$ cat config.mk
export PLATFORM = sky130hd
export DESIGN_NAME = syscall_ctrl
export DESIGN_NICKNAME = d
export VERILOG_FILES = /design/src/rtl/syscall_ctrl.sv
export SDC_FILE = /design/constraint.sdc
export NUM_CORES = 1
export LEC_CHECK = 0
export ABC_AREA = 1
export BUFFER_PORTS_ARGS = -buffer_cell sky130_fd_sc_hd__buf_4
export CORE_ASPECT_RATIO = 2
export CORE_MARGIN = 5
export CORE_UTILIZATION = 28
export CTS_CLUSTER_DIAMETER = 60
export CTS_CLUSTER_SIZE = 28
export DETAILED_ROUTE_END_ITERATION = 10
export GPL_TIMING_DRIVEN = 0
export PLACE_DENSITY = 0.55
export SETUP_SLACK_MARGIN = 0.05
export SLEW_MARGIN = 20
export SYNTH_ARGS = -nofsm -noshare
export SYNTH_HDL_FRONTEND = slang
export SYNTH_SLANG_ARGS = --single-unit
$ cat constraint.sdc
create_clock -name clk -period 1.4 [get_ports clk]
set_input_delay 0.35 -clock clk [delete_from_list [all_inputs] [get_ports clk]]
set_output_delay 0.35 -clock clk [all_outputs]
set_load 0.02 [all_outputs]
$ cat src/rtl/syscall_ctrl.sv
// syscall_ctrl: services MIPS syscall by borrowing the register file
// and driving a valid/ready console (print int/char, read int, exit).
module syscall_ctrl #(
  parameter int DATA_W = 32,
  parameter int ADDR_W = 5
) (
  input  logic              clk,
  input  logic              reset,
  input  logic              syscall,
  output logic              stall,
  output logic              rf_sel,
  output logic [ADDR_W-1:0] rf_rd_addr,
  input  logic [DATA_W-1:0] rf_rd_data,
  output logic              rf_we,
  output logic [ADDR_W-1:0] rf_wr_addr,
  output logic [DATA_W-1:0] rf_wr_data,
  output logic              out_valid,
  input  logic              out_ready,
  output logic [DATA_W-1:0] out_data,
  output logic              out_char,
  output logic              in_ready,
  input  logic              in_valid,
  input  logic [DATA_W-1:0] in_data,
  output logic              halted,
  output logic              bad_code,
  output logic [DATA_W-1:0] bad_code_val
);

  typedef enum logic [3:0] {
    IDLE,
    RD_V0,
    RD_A0,
    DISPATCH,
    PRINT,
    READ,
    WRITE,
    DONE,
    HALT
  } state_t;

  localparam logic [ADDR_W-1:0] REG_V0 = ADDR_W'(2);
  localparam logic [ADDR_W-1:0] REG_A0 = ADDR_W'(4);

  state_t state, nxt;

  logic [DATA_W-1:0] v0, a0, rd_val;
  logic is_int, is_chr, is_rd, is_exit;

  assign is_int  = (v0 == DATA_W'(1));
  assign is_chr  = (v0 == DATA_W'(11));
  assign is_rd   = (v0 == DATA_W'(5));
  assign is_exit = (v0 == DATA_W'(10));

  always_ff @(posedge clk) begin
    if (reset) begin
      state        <= IDLE;
      v0           <= '0;
      a0           <= '0;
      rd_val       <= '0;
      bad_code     <= 1'b0;
      bad_code_val <= '0;
    end else begin
      state <= nxt;
      if (state == RD_A0)
        v0 <= rf_rd_data;
      if (state == DISPATCH)
        a0 <= rf_rd_data;
      if (state == READ && in_valid)
        rd_val <= in_data;
      if (state == DISPATCH &&
          !(is_int || is_chr || is_rd || is_exit)) begin
        bad_code     <= 1'b1;
        bad_code_val <= v0;
      end
    end
  end

  always_comb begin
    nxt        = state;
    stall      = 1'b1;
    rf_sel     = 1'b0;
    rf_rd_addr = '0;
    rf_we      = 1'b0;
    rf_wr_addr = '0;
    rf_wr_data = '0;
    out_valid  = 1'b0;
    out_data   = '0;
    out_char   = 1'b0;
    in_ready   = 1'b0;
    halted     = 1'b0;
    unique case (state)
      IDLE: begin
        stall = syscall;
        if (syscall)
          nxt = RD_V0;
      end
      RD_V0: begin
        rf_sel     = 1'b1;
        rf_rd_addr = REG_V0;
        nxt        = RD_A0;
      end
      RD_A0: begin
        rf_sel     = 1'b1;
        rf_rd_addr = REG_A0;
        nxt        = DISPATCH;
      end
      DISPATCH: begin
        rf_sel = 1'b1;
        unique case (1'b1)
          is_int, is_chr: nxt = PRINT;
          is_rd:          nxt = READ;
          is_exit:        nxt = HALT;
          default:        nxt = DONE;
        endcase
      end
      PRINT: begin
        out_valid = 1'b1;
        out_data  = a0;
        out_char  = is_chr;
        if (out_ready)
          nxt = DONE;
      end
      READ: begin
        in_ready = 1'b1;
        if (in_valid)
          nxt = WRITE;
      end
      WRITE: begin
        rf_sel     = 1'b1;
        rf_we      = 1'b1;
        rf_wr_addr = REG_V0;
        rf_wr_data = rd_val;
        nxt        = DONE;
      end
      DONE:
        nxt = IDLE;
      HALT:
        halted = 1'b1;
      default:
        nxt = IDLE;
    endcase
  end

endmodule

### After elaboration in Yosys (flattened, before gate mapping)

Cells that the tools add are included.

* muxes and demuxes: 16
* bitwise gates (word level): 1
* reduce and logical (&&, ||, !) cells: 10
* equality and inequality tests: 14

Operators by type and width (count)
* 32-bit by 4-bit == test with 1-bit output, second input constant: 2
* 32-bit 2-to-1 mux: 2
* 32-bit by 1-bit == test with 1-bit output, second input constant: 1
* 32-bit by 3-bit == test with 1-bit output, second input constant: 1
* 4-bit case mux with 8 select lines: 1
* 4-bit by 3-bit == test with 1-bit output, second input constant: 3
* 4-bit 2-to-1 mux: 3
* 4-bit case mux with 3 select lines: 1
* 4-bit by 2-bit == test with 1-bit output, second input constant: 2
* 1-bit 2-to-1 mux: 7
* 2-bit inequality test, second input constant: 3
* 3-bit case mux with 2 select lines: 1
* 4-bit by 1-bit == test with 1-bit output, second input constant: 1
* 4-bit == test, second input constant: 1
* 4-bit logical NOT: 1
* 4-bit AND reduction: 1
* 4-bit OR reduction: 1
* 1-bit logical OR: 3
* 1-bit logical AND: 2
* 2-bit 2-to-1 mux: 1
* 2-bit OR reduction: 1
* 1-bit logical NOT: 1
* 1-bit NOT: 1

* output and inout bits: 114
* word-level logic and storage cells: 47
* bits of input ports: 69
* flip-flop bits (word level): 133

### Depth between registers and ports, before layout

Gate-level depths: netlist of run 1.

* depth after elaboration: 6
* depth in mapped cells: 11
* gate-level depth less buffers: 10

### Worst setup path before layout of run 1

OpenSTA, ideal clock, no wires.

* kind: register to output
* start: reg state[2]
* end: out out_char
* cell stages (with the launch flop): 5
* slack: -0.405 ns
* path buffers: 0
* arrival: 1.455 ns
* cells stage by stage: dfxtp_1 inv_1 nor2_2 nand2_1 nor4_1

* longest elaborated chain between the ends: 2

RTL lines
* start, declared: RTL line 44 `state_t state, nxt;`
* start signal, assigned: RTL line 63 `state <= nxt;`
* 4-bit by 3-bit == test with 1-bit output: RTL line 91 `unique case (state)`
* 1-bit 2-to-1 mux: RTL line 91
* end, declared: RTL line 20 `output logic out_char,`

Every way passes these cells.

### Worst setup path in the final report of run 1

* start: reg v0[17]
* end: out out_char

* longest elaborated chain between the ends: 2

RTL lines
* start, declared: RTL line 46 `logic [DATA_W-1:0] v0, a0, rd_val;`
* start signal, assigned: RTL line 65 `v0 <= rf_rd_data;`
* 32-bit by 4-bit == test with 1-bit output: RTL line 50 `assign is_chr = (v0 == DATA_W'(11));`
* 1-bit 2-to-1 mux: RTL line 91

Every way passes these cells.

==> results_dict.tcl, run 1 <==
set metrics [dict create \
    switching_share_pct 27.9 \
    number_of_drc_markers_in_iteration_0 171 \
    critPathBufInv 1 \
    synth-simple-area-share_pct 23.4 \
    final_nets 1057 \
    power.density_nw_per_um2 991 \
    required_ns 1.05 \
    async_reset_ff_share_pct 0 \
    post_route_setup_tns_ns -71.41 \
    seq_area_frac_synth_pct 48.8 \
    dp_cells 1161 \
    timing.final.ws_setup_ns -0.594 \
    setup_violations 207 \
    cts_tree "built" \
    power_leakage_nw 4.34 \
    ys_warn_count 0 \
    grt_pass1_wl_mm 31.7 \
    period_minus_slack_ns 1.99 \
    worst_clock_skew_ns 0.00858 \
    violations "setup timing" \
    dp_hpwl_mm 14.4 \
    synthCells 722 \
    share_seq_of_total_power_pct 36.8 \
    synth_largest_type_area_fraction_pct 48.8 \
    synth.avg_cell_area_um2 7.56 \
    drive_gt1_share_pct 64.5 \
    netlist_top_cells_count "sky130_fd_sc_hd__nor2_1 (161), sky130_fd_sc_hd__dfxtp_1 (133), sky130_fd_sc_hd__nand2_1 (125)" \
    adder_cell_share_of_the_synthesized_area_pct 0 \
    maxClockFrequency_ghz 0.502 \
    placementRows 72 \
    internal_power_mw 8.01 \
    synth-edff-count 0 \
    synth_top_family_by_area "simple AND/OR/NAND/NOR gates" \
    critical_path.endpoint_type "output pin" \
    clock_power_share_pct 42.4 \
    synth_area_leaders "sky130_fd_sc_hd__dfxtp_1 (49%), sky130_fd_sc_hd__nor2_1 (11%), sky130_fd_sc_hd__a211oi_1 (9.8%)" \
    gpl.final_weighted_congestion 0.809 \
    worst-path-max-fanout 3 \
    cts_sinks 133 \
    power.combinational.fraction_pct 20.8 \
    maxCapViolCount 0 \
    vias_in_the_first_global_route 5859 \
    die_area_um2 22600 \
    clkLatencyLatePin_ns 0.42 \
    final_layout_worst_hold_slack_ns 0.191 \
    synth.ff_latch_count 133 \
    ant_nets 0 \
    vias 5738 \
    finalHoldViolations 0 \
    synth_compound_gate_area_share_pct 17.0 \
    quantity_of_i_o_buffers_inserted_on_ports 174 \
    min-delay-path-class "in2reg" \
    design.portCount 183 \
    cts-root-to-sink-buffers 2 \
    avgViaCountPerCell 4.55 \
    final_min_period_over_clock_period_pct 142 \
    switchingPower_mw 3.09 \
    syn2layout_area_growth_pct 105 \
    path_cells "nor2_1 > nand2_1 > nor2_2 > nand2_2 > nor4_4 > buf_4" \
    rsz0062_at_grt "yes" \
    synthXorXnorAreaFrac_pct 0 \
    top_ff_cell_synth "sky130_fd_sc_hd__dfxtp_1" \
    initial_utilization_pct 28.3 \
    outcome "finished, violations left" \
    groute.usage.overall_pct 18.5 \
    worst_slew_pin_slew_ns 0.836 \
    syn_area_um2 5460 \
    arrival_ns 1.64 \
    critical_path.slowest_cell "sky130_fd_sc_hd__dfxtp_1" \
    grt_antenna_before_repair 0 \
    gr-total-overflow 0 \
    die_w_um 109 \
    antenna_diode_count 0 \
    critical-path-top-delay-family "simple AND/OR/NAND/NOR gates" \
    clk_pin_slew_worst_paths_ns 0.06 \
    synth.largest_area_cell "sky130_fd_sc_hd__dfxtp_1" \
    cts_max_level 4 \
    regToRegSetupSlack_ns -0.45 \
    design.core.area_um2 19300 \
    setup.worst_path.start_class "register" \
    synth.mux.area_fraction_pct 0 \
    drt-total-wl_mm 21.8 \
    drc_errors 0 \
    worst-setup-path-type "reg2out" \
    ctsRootBufferMaster "sky130_fd_sc_hd__clkbuf_16" \
    post_drt_wl_per_cell_um 17.3 \
    maxSlewHeadroom_pct 44.2 \
    non_filler_cells_final 1260 \
    final_max_slew_viol_count 0 \
    yosysUniqueCellTypes 25 \
    tritoncts.num_buffers 17 \
    drt_first_pass_iters 4 \
    peakVddDrop_mv 0.739 \
    synth.most_common_cell "sky130_fd_sc_hd__nor2_1" \
    die_h_um 208 \
    max_stage_delay_ns 0.35 \
    grt_max_degree 17 \
]
worst register-to-register path: stages (launching register included):
cell and delay, ns:
sky130_fd_sc_hd__dfxtp_2 0.34, sky130_fd_sc_hd__nor2_2 0.11, sky130_fd_sc_hd__nand2_2 0.10, sky130_fd_sc_hd__nor2_4 0.12
sky130_fd_sc_hd__nand2_2 0.09, sky130_fd_sc_hd__buf_6 0.13, sky130_fd_sc_hd__nor2_4 0.14, sky130_fd_sc_hd__o21ai_2 0.09
sky130_fd_sc_hd__nand3_4 0.12, sky130_fd_sc_hd__buf_6 0.15, sky130_fd_sc_hd__buf_12 0.11, sky130_fd_sc_hd__buf_12 0.12
sky130_fd_sc_hd__nand2_2 0.06, sky130_fd_sc_hd__a21oi_2 0.12
metal layers:
metal,vias to the layer above,routed length (um),track usage (%)
li1,2833,-,-
met1,2698,7060,17.8
met2,158,12900,35.5
met3,49,962,4.08
met4,0,901,8.94
met5,-,0,0
worst paths after layout:
kind | end | cells past startpoint | startpoint
hold / removal | v0[8]$_SDFFE_PP0P_ | 3 | rf_rd_data[8]
hold reg to reg | bad_code_val[2]$_SDFFE_PP0P_ | 2 | bad_code_val[2]$_SDFFE_PP0P_
setup reg to reg | bad_code_val[5]$_SDFFE_PP0P_ | 13 | v0[9]$_SDFFE_PP0P_
setup / recovery | out_char | 6 | v0[17]$_SDFFE_PP0P_
sequential cells by signal (all words and copies together), names as in the netlist:
signal and flops:
a0 32, bad_code 1, bad_code_val 32, rd_val 32
state 4, v0 32
area by class of cell:
class | count | area, um2
fill | 1714 | 8080
multi-input combinational | 460 | 3930
sequential | 133 | 2700
timing repair buffer | 239 | 2550
buffer | 52 | 706
clock buffer | 21 | 480
inverter | 85 | 370
tap | 259 | 324
clock inverter | 11 | 149
cells in the final DEF (no fill, tap or decap), types with 3 or more instances in the layout:
cell and n:
sky130_fd_sc_hd__buf_4 126, sky130_fd_sc_hd__nor2_4 118, sky130_fd_sc_hd__dfxtp_1 116, sky130_fd_sc_hd__buf_6 88
sky130_fd_sc_hd__inv_1 77, sky130_fd_sc_hd__nand2_1 74, sky130_fd_sc_hd__a211oi_2 61, sky130_fd_sc_hd__clkbuf_16 40
sky130_fd_sc_hd__nand2_2 33, sky130_fd_sc_hd__a21oi_2 33, sky130_fd_sc_hd__nand2_4 27, sky130_fd_sc_hd__a21oi_1 26
sky130_fd_sc_hd__nor2_1 25, sky130_fd_sc_hd__nor2_2 22, sky130_fd_sc_hd__buf_12 16, sky130_fd_sc_hd__buf_8 15
sky130_fd_sc_hd__dfxtp_2 12, sky130_fd_sc_hd__clkbuf_1 10, sky130_fd_sc_hd__clkbuf_8 10, sky130_fd_sc_hd__a211oi_1 10
sky130_fd_sc_hd__conb_1 7, sky130_fd_sc_hd__nand2_8 6, sky130_fd_sc_hd__clkinvlp_4 6, sky130_fd_sc_hd__dfxtp_4 5
sky130_fd_sc_hd__clkbuf_2 4, sky130_fd_sc_hd__inv_4 3, sky130_fd_sc_hd__nand3_4 3, sky130_fd_sc_hd__nand3_1 3
sky130_fd_sc_hd__nand4_1 3, sky130_fd_sc_hd__bufinv_16 3
power groups by stage:
stage	combinational (mW)	sequential (mW)	clock, mW
after floorplan	0.865	4.11	0
after global placement	1.31	4.13	0
after detailed placement	1.31	4.13	0
after CTS	2.01	4.06	4.82
after global routing	2.46	4.11	4.97
final	2.31	4.09	4.71
through the flow:
stage	util (%)	total power, mW	setup WS (ns)	cell area [um2]
after detailed placement	40.1	5.44	-0.622	7740
after global placement	40.1	5.43	-0.599	7740
final	58.1	11.1	-0.594	11200
after floorplan	-	4.98	-0.0578	6110
after CTS	52.8	10.9	-0.585	10200
after global routing	58.1	11.5	-0.666	11200
cells by family (layout without fill, tap and decap cells):
| group | count (synthesis) | in the layout |
|---|---|---|
| and+or+nand+nor | 316 | 319 |
| DFF | 133 | 133 |
| buffers and inverters | 138 | 408 |
| other | 1 | 7 |
| AOI/OAI and AO/OA | 134 | 134 |
timing repair:
| action | in CTS | in global routing |
|---|---|---|
| pin swaps | 26 | 15 |
| setup endpoints to repair | 208 | 213 |
| setup buffers | 37 | 12 |
| cloned | 17 | 9 |
| hold buffers | 0 | 0 |
| resized for setup | 296 | 222 |
| hold endpoints to repair | 0 | 0 |
(Power assumes the default switching activity.)
==> run 2, diff against run 1 <==
--- a/config.mk
+++ b/config.mk
@@ -6,8 +6,8 @@
 export NUM_CORES = 1
 export LEC_CHECK = 0
 export ABC_AREA = 1
+export ABC_CLOCK_PERIOD_IN_PS = 1400
 export BUFFER_PORTS_ARGS = -buffer_cell sky130_fd_sc_hd__buf_4
-export CORE_ASPECT_RATIO = 2
 export CORE_MARGIN = 5
 export CORE_UTILIZATION = 28
 export CTS_CLUSTER_DIAMETER = 60
==> run 2 against run 1 <==
The run still ends with setup timing left. Wire length shrank 7.1%. Worst hold slack lost 0.0031 ns. Utilization shrank 2.3 points. Global-route usage shrank 2.0 points. Cell count grew 0.71%. Clock power is essentially flat. Largest cell class unchanged. Largest power group unchanged.
==> results_dict.tcl, run 2 (synthesis gave the netlist of run 1 again) <==
set metrics [dict create \
    layout.cells.most_common "sky130_fd_sc_hd__buf_4" \
    fillCellCount 1730 \
    cts_max_level 4 \
    critPathBufInv 3 \
    non_filler_cells_final 1269 \
    drc_errors 0 \
    finalHoldViolations 0 \
    holdBufCountCts 0 \
    final_nets 1060 \
    drt_first_pass_iters 4 \
    final_cell_mix "sky130_fd_sc_hd__buf_4 (135), sky130_fd_sc_hd__dfxtp_1 (116), sky130_fd_sc_hd__nor2_4 (98), sky130_fd_sc_hd__buf_6 (98), sky130_fd_sc_hd__inv_1 (76)" \
    rsz0062_at_grt "yes" \
    grt_antenna_before_repair 0 \
    vias 5656 \
    critical-path-top-delay-family "buffers and inverters" \
    dpl_worst_slack_ns -0.616 \
    placementRows 51 \
    design.core.area_um2 19300 \
    outcome "finished, violations left" \
    globalRouteMet1Util_pct 20.8 \
    clkLatencyLatePin_ns 0.42 \
    post_drt_wl_per_cell_um 16.0 \
    die_h_um 150 \
    power_leakage_nw 4.06 \
    cts_tree "built" \
    max_stage_delay_ns 0.36 \
    worst_clock_skew_ns 0.0112 \
    critical_path.endpoint_type "output pin" \
    violations "setup timing" \
    final_max_slew_viol_count 0 \
    min-delay-path-class "in2reg" \
    clk_pin_slew_worst_paths_ns 0.06 \
    required_ns 1.05 \
    drt-total-wl_mm 20.2 \
    path_cells "nor2_4 > nand2_8 > buf_12 > clkbuf_16 > nor2_4 > buf_6" \
    peakVddDrop_mv 0.887 \
    critical_path.slowest_cell "sky130_fd_sc_hd__dfxtp_4" \
    grt_max_degree 17 \
    maxSlewHeadroom_pct 38.8 \
    number_of_drc_markers_in_iteration_0 183 \
    cts_sinks 133 \
    setup.worst_path.start_class "register" \
    tritoncts.num_buffers 17 \
    antenna_diode_count 0 \
    gpl.final_weighted_congestion 0.790 \
    maxCapViolCount 0 \
    cts-root-to-sink-buffers 2 \
    final_min_period_over_clock_period_pct 145 \
    met2_usage_pct 27.3 \
    globalRoute.busiestLayer "met2" \
    period_minus_slack_ns 2.03 \
    worst-path-max-fanout 8 \
    setup_violations 206 \
    die_w_um 150 \
    gr-total-overflow 0 \
    initial_utilization_pct 28.2 \
    drive_gt1_share_pct 63.0 \
    worst-setup-path-type "reg2out" \
    worst_slew_pin_slew_ns 0.918 \
    arrival_ns 1.68 \
    most_frequent_cell_on_the_critical_path "sky130_fd_sc_hd__nor2_4" \
    ctsRootBufferMaster "sky130_fd_sc_hd__clkbuf_16" \
    power.density_nw_per_um2 1020 \
    grt_pass1_wl_mm 28.8 \
    design.portCount 183 \
    post_route_setup_tns_ns -73.64 \
    quantity_of_i_o_buffers_inserted_on_ports 174 \
    groute.usage.overall_pct 16.4 \
    vias_in_the_first_global_route 5374 \
    syn2layout_area_growth_pct 97.7 \
    die_area_um2 22400 \
    groute.layer.met3.usage_pct 4.91 \
    dp_cells 1167 \
    dp_hpwl_mm 13.1 \
    avgViaCountPerCell 4.46 \
    timing.final.ws_setup_ns -0.628 \
    ant_nets 0 \
    maxClockFrequency_ghz 0.493 \
]
[run 2: cell types whose count changed in the layout (fill, tap and decap cells not counted), moves of 9 or more]
cell                      previous run  this run
sky130_fd_sc_hd__buf_6              88        98
sky130_fd_sc_hd__nand2_4            27         6
sky130_fd_sc_hd__a21oi_1            26        35
sky130_fd_sc_hd__nor2_4            118        98
sky130_fd_sc_hd__nand2_2            33        56
sky130_fd_sc_hd__a21oi_2            33        24
sky130_fd_sc_hd__buf_4             126       135
sky130_fd_sc_hd__nor2_2             22        37
[run 2: cell type report]
| cell class | instances | area [um2] | area share (%) |
|---|---|---|---|
| inverter | 85 | 383 | 3.55 |
| timing repair buffer | 242 | 2500 | 23.1 |
| timing repair inverter | 1 | 11.3 | 0.104 |
| multi-input combinational | 458 | 3600 | 33.3 |
| clock inverter | 11 | 146 | 1.36 |
| sequential | 133 | 2700 | 25.0 |
| clock buffer | 21 | 470 | 4.36 |
| tap | 265 | 332 | 3.07 |
| buffer | 53 | 662 | 6.13 |
[run 2: what timing repair did]
item	CTS	global route
hold endpoints to repair	0	0
pin swaps	24	18
setup endpoints to repair	206	207
setup buffers	31	21
gates resized for setup	224	225
gates cloned	8	11
[run 2: layer usage]
metal	wire, um	up-vias
li1	-	2819
met1	8720	2631
met2	9880	177
met3	1270	29
met4	375	0
met5	0	-
[run 2: worst min-delay path, cell delays in order]
cell,delay (ns)
sky130_fd_sc_hd__buf_4,0.12
sky130_fd_sc_hd__nand2_2,0.05
sky130_fd_sc_hd__a21oi_1,0.04
[run 2: power by group]
group / leakage, nW / switching, mW / internal [mW]
combinational: 2.68 / 1.18 / 1.04
clock: 0.300 / 1.73 / 2.95
sequential: 1.08 / 0.124 / 3.96
[run 2: path summary, 6_finish.rpt]
kind	startpoint	to	slack (ns)	cells past startpoint
max	state[1]$_SDFFE_PP0P_	out_data[30]	-0.63	6
min	rf_rd_data[11]	v0[11]$_SDFFE_PP0P_	0.19	3
max reg2reg	v0[20]$_SDFFE_PP0P_	bad_code_val[17]$_SDFFE_PP0P_	-0.34	12
min reg2reg	v0[23]$_SDFFE_PP0P_	bad_code_val[23]$_SDFFE_PP0P_	0.46	2
[run 2: metrics by stage]
| stage | util (%) | cell area (um2) | hold WS, ns | power, mW |
|---|---|---|---|---|
| final | 55.8 | 10800 | 0.188 | 11.0 |
| after global routing | 55.8 | 10800 | 0.186 | 11.4 |
| after CTS | 49.5 | 9580 | 0.179 | 10.6 |
| after detailed placement | 40.1 | 7750 | 0.453 | 5.43 |
| after global placement | 40.1 | 7750 | 0.452 | 5.43 |
| after floorplan | - | 6110 | 0.440 | 4.98 |
==> run 3, diff against run 2 <==
--- a/config.mk
+++ b/config.mk
@@ -16,6 +16,7 @@
 export GPL_TIMING_DRIVEN = 0
 export PLACE_DENSITY = 0.55
 export SETUP_SLACK_MARGIN = 0.05
+export SKIP_CTS_REPAIR_TIMING = 1
 export SLEW_MARGIN = 20
 export SYNTH_ARGS = -nofsm -noshare
 export SYNTH_HDL_FRONTEND = slang
==> run 3 against run 2 <==
The run still ends with setup timing left. Worst setup slack improved by 0.059 ns. Fmax grew 3.0%. Sequential power about the same. Design area shrank 15%. First-iteration DRC count decreased by 17%. Cell count fell by 3.7%. Non-clock buffer count down 46. Global-route usage decreased by 1.2 points. Clock skew about the same. Sequential cell count unchanged. Critical endpoint is now out_char. Largest cell class unchanged.
==> results_dict.tcl, run 3 (synthesis gave the netlist of run 1 again) <==
set metrics [dict create \
    outcome "finished, violations left" \
    violations "setup timing" \
    worst-path-max-fanout 8 \
    rsz0062_at_grt "yes" \
    finalHoldViolations 0 \
    clkLatencyLatePin_ns 0.41 \
    ant_nets 0 \
    cts_max_level 4 \
    number_of_drc_markers_in_iteration_0 152 \
    final_min_period_over_clock_period_pct 141 \
    final_cell_mix "sky130_fd_sc_hd__buf_4 (180), sky130_fd_sc_hd__dfxtp_1 (126), sky130_fd_sc_hd__nand2_1 (107)" \
    min-delay-path-class "in2reg" \
    worst_clock_skew_ns 0.0113 \
    grt_pass1_wl_mm 26.7 \
    post_route_setup_tns_ns -55.13 \
    quantity_of_i_o_buffers_inserted_on_ports 174 \
    die_w_um 150 \
    die_h_um 150 \
    initial_utilization_pct 28.2 \
    drt-total-wl_mm 18.0 \
    peakVddDrop_mv 0.858 \
    maxClockFrequency_ghz 0.508 \
    regToRegSetupSlack_ns -0.39 \
    dpl_worst_slack_ns -0.616 \
    final_nets 1013 \
    power_leakage_nw 3.49 \
    drive_gt1_share_pct 48.4 \
    hold_start "rf_rd_data[27]" \
    worst-setup-path-type "reg2out" \
    timing.final.ws_setup_ns -0.569 \
    maxCapViolCount 0 \
    crit_start "state[2]$_SDFFE_PP0P_" \
    reg2reg_depth 12 \
    drc_errors 0 \
    grt_antenna_before_repair 0 \
    critical_path.endpoint_type "output pin" \
    design.core.area_um2 19300 \
    cts_sinks 133 \
    grt_max_degree 17 \
    groute.usage.overall_pct 15.2 \
    clk_pin_slew_worst_paths_ns 0.06 \
    cts-root-to-sink-buffers 2 \
    placementRows 51 \
    final_max_slew_viol_count 0 \
    gr-total-overflow 0 \
    maxSlewHeadroom_pct 51.6 \
    arrival_ns 1.62 \
    syn2layout_area_growth_pct 67.9 \
    ctsRootBufferMaster "sky130_fd_sc_hd__clkbuf_16" \
    gpl.final_weighted_congestion 0.790 \
    cts_tree "built" \
    setup_violations 186 \
    dp_hpwl_mm 13.1 \
    die_area_um2 22400 \
    vias 5255 \
    required_ns 1.05 \
    period_minus_slack_ns 1.97 \
    hold-path-endpoint "v0[27]$_SDFFE_PP0P_" \
    timing.rr.end "bad_code_val[0]$_SDFFE_PP0P_" \
    power.density_nw_per_um2 1120 \
    layout.cells.most_common "sky130_fd_sc_hd__buf_4" \
    tritoncts.num_buffers 17 \
    hold_path_depth 3 \
    setup.worst_path.start_class "register" \
    post_drt_wl_per_cell_um 14.7 \
    avgViaCountPerCell 4.30 \
    vias_in_the_first_global_route 4981 \
    critical_register_to_register_path_startpoint "v0[14]$_SDFFE_PP0P_" \
    design.portCount 183 \
    worst_slew_pin_slew_ns 0.726 \
    antenna_diode_count 0 \
    drt_first_pass_iters 4 \
]
-- run 3: final cells by class --
| type | count | area (um2) |
|---|---|---|
| Multi-Input combinational cell | 458 | 3040 |
| Tap cell | 265 | 332 |
| Fill cell | 1954 | 10200 |
| Timing Repair Buffer | 196 | 1630 |
| Buffer | 53 | 542 |
| Inverter | 85 | 337 |
| Clock inverter | 11 | 146 |
| Sequential cell | 133 | 2680 |
| Clock buffer | 21 | 470 |
-- run 3: where the power goes --
group	internal [mW]	leakage, nW	switching, mW
registers	3.95	1.08	0.113
clock network	2.95	0.300	1.70
logic	0.637	2.11	0.908
total	7.54	3.49	2.72
-- run 3: worst max-delay path: stages (launching register included) --
cell and delay (ns):
sky130_fd_sc_hd__dfxtp_4 0.35, sky130_fd_sc_hd__inv_2 0.05, sky130_fd_sc_hd__nor2_4 0.14, sky130_fd_sc_hd__nand2_4 0.14, sky130_fd_sc_hd__nor4_4 0.33, sky130_fd_sc_hd__buf_4 0.19
-- run 3: metrics by stage --
stage          instances  area (um2)  util, %  hold WS (ns)  total power, mW
2_1_floorplan        728        6110        -         0.440             4.98
3_3_place_gp        1167        7750     40.1         0.452             5.43
3_5_place_dp        1167        7750     40.1         0.453             5.43
4_1_cts             1199        8360     43.3         0.186             10.1
5_1_grt             1222        9170     47.4         0.189             10.7
6_report            1222        9170     47.4         0.205             10.3
-- run 3: per-layer routing --
metal	track usage [%]	part of all wire, %
met5	0	0
met4	4.21	1.4
met3	4.57	6.6
met2	23.8	46
met1	20.3	46
-- run 3: worst max-delay path by stage --
stage	end	slack [ns]	cells past startpoint
2_1_floorplan	bad_code$_SDFFE_PP0P_	-0.06	11
3_3_place_gp	a0[29]$_SDFFE_PP0P_	-0.59	4
3_5_place_dp	v0[21]$_SDFFE_PP0P_	-0.62	4
4_1_cts	out_char	-0.75	6
5_1_grt	out_char	-0.67	5
6_report	out_char	-0.57	5
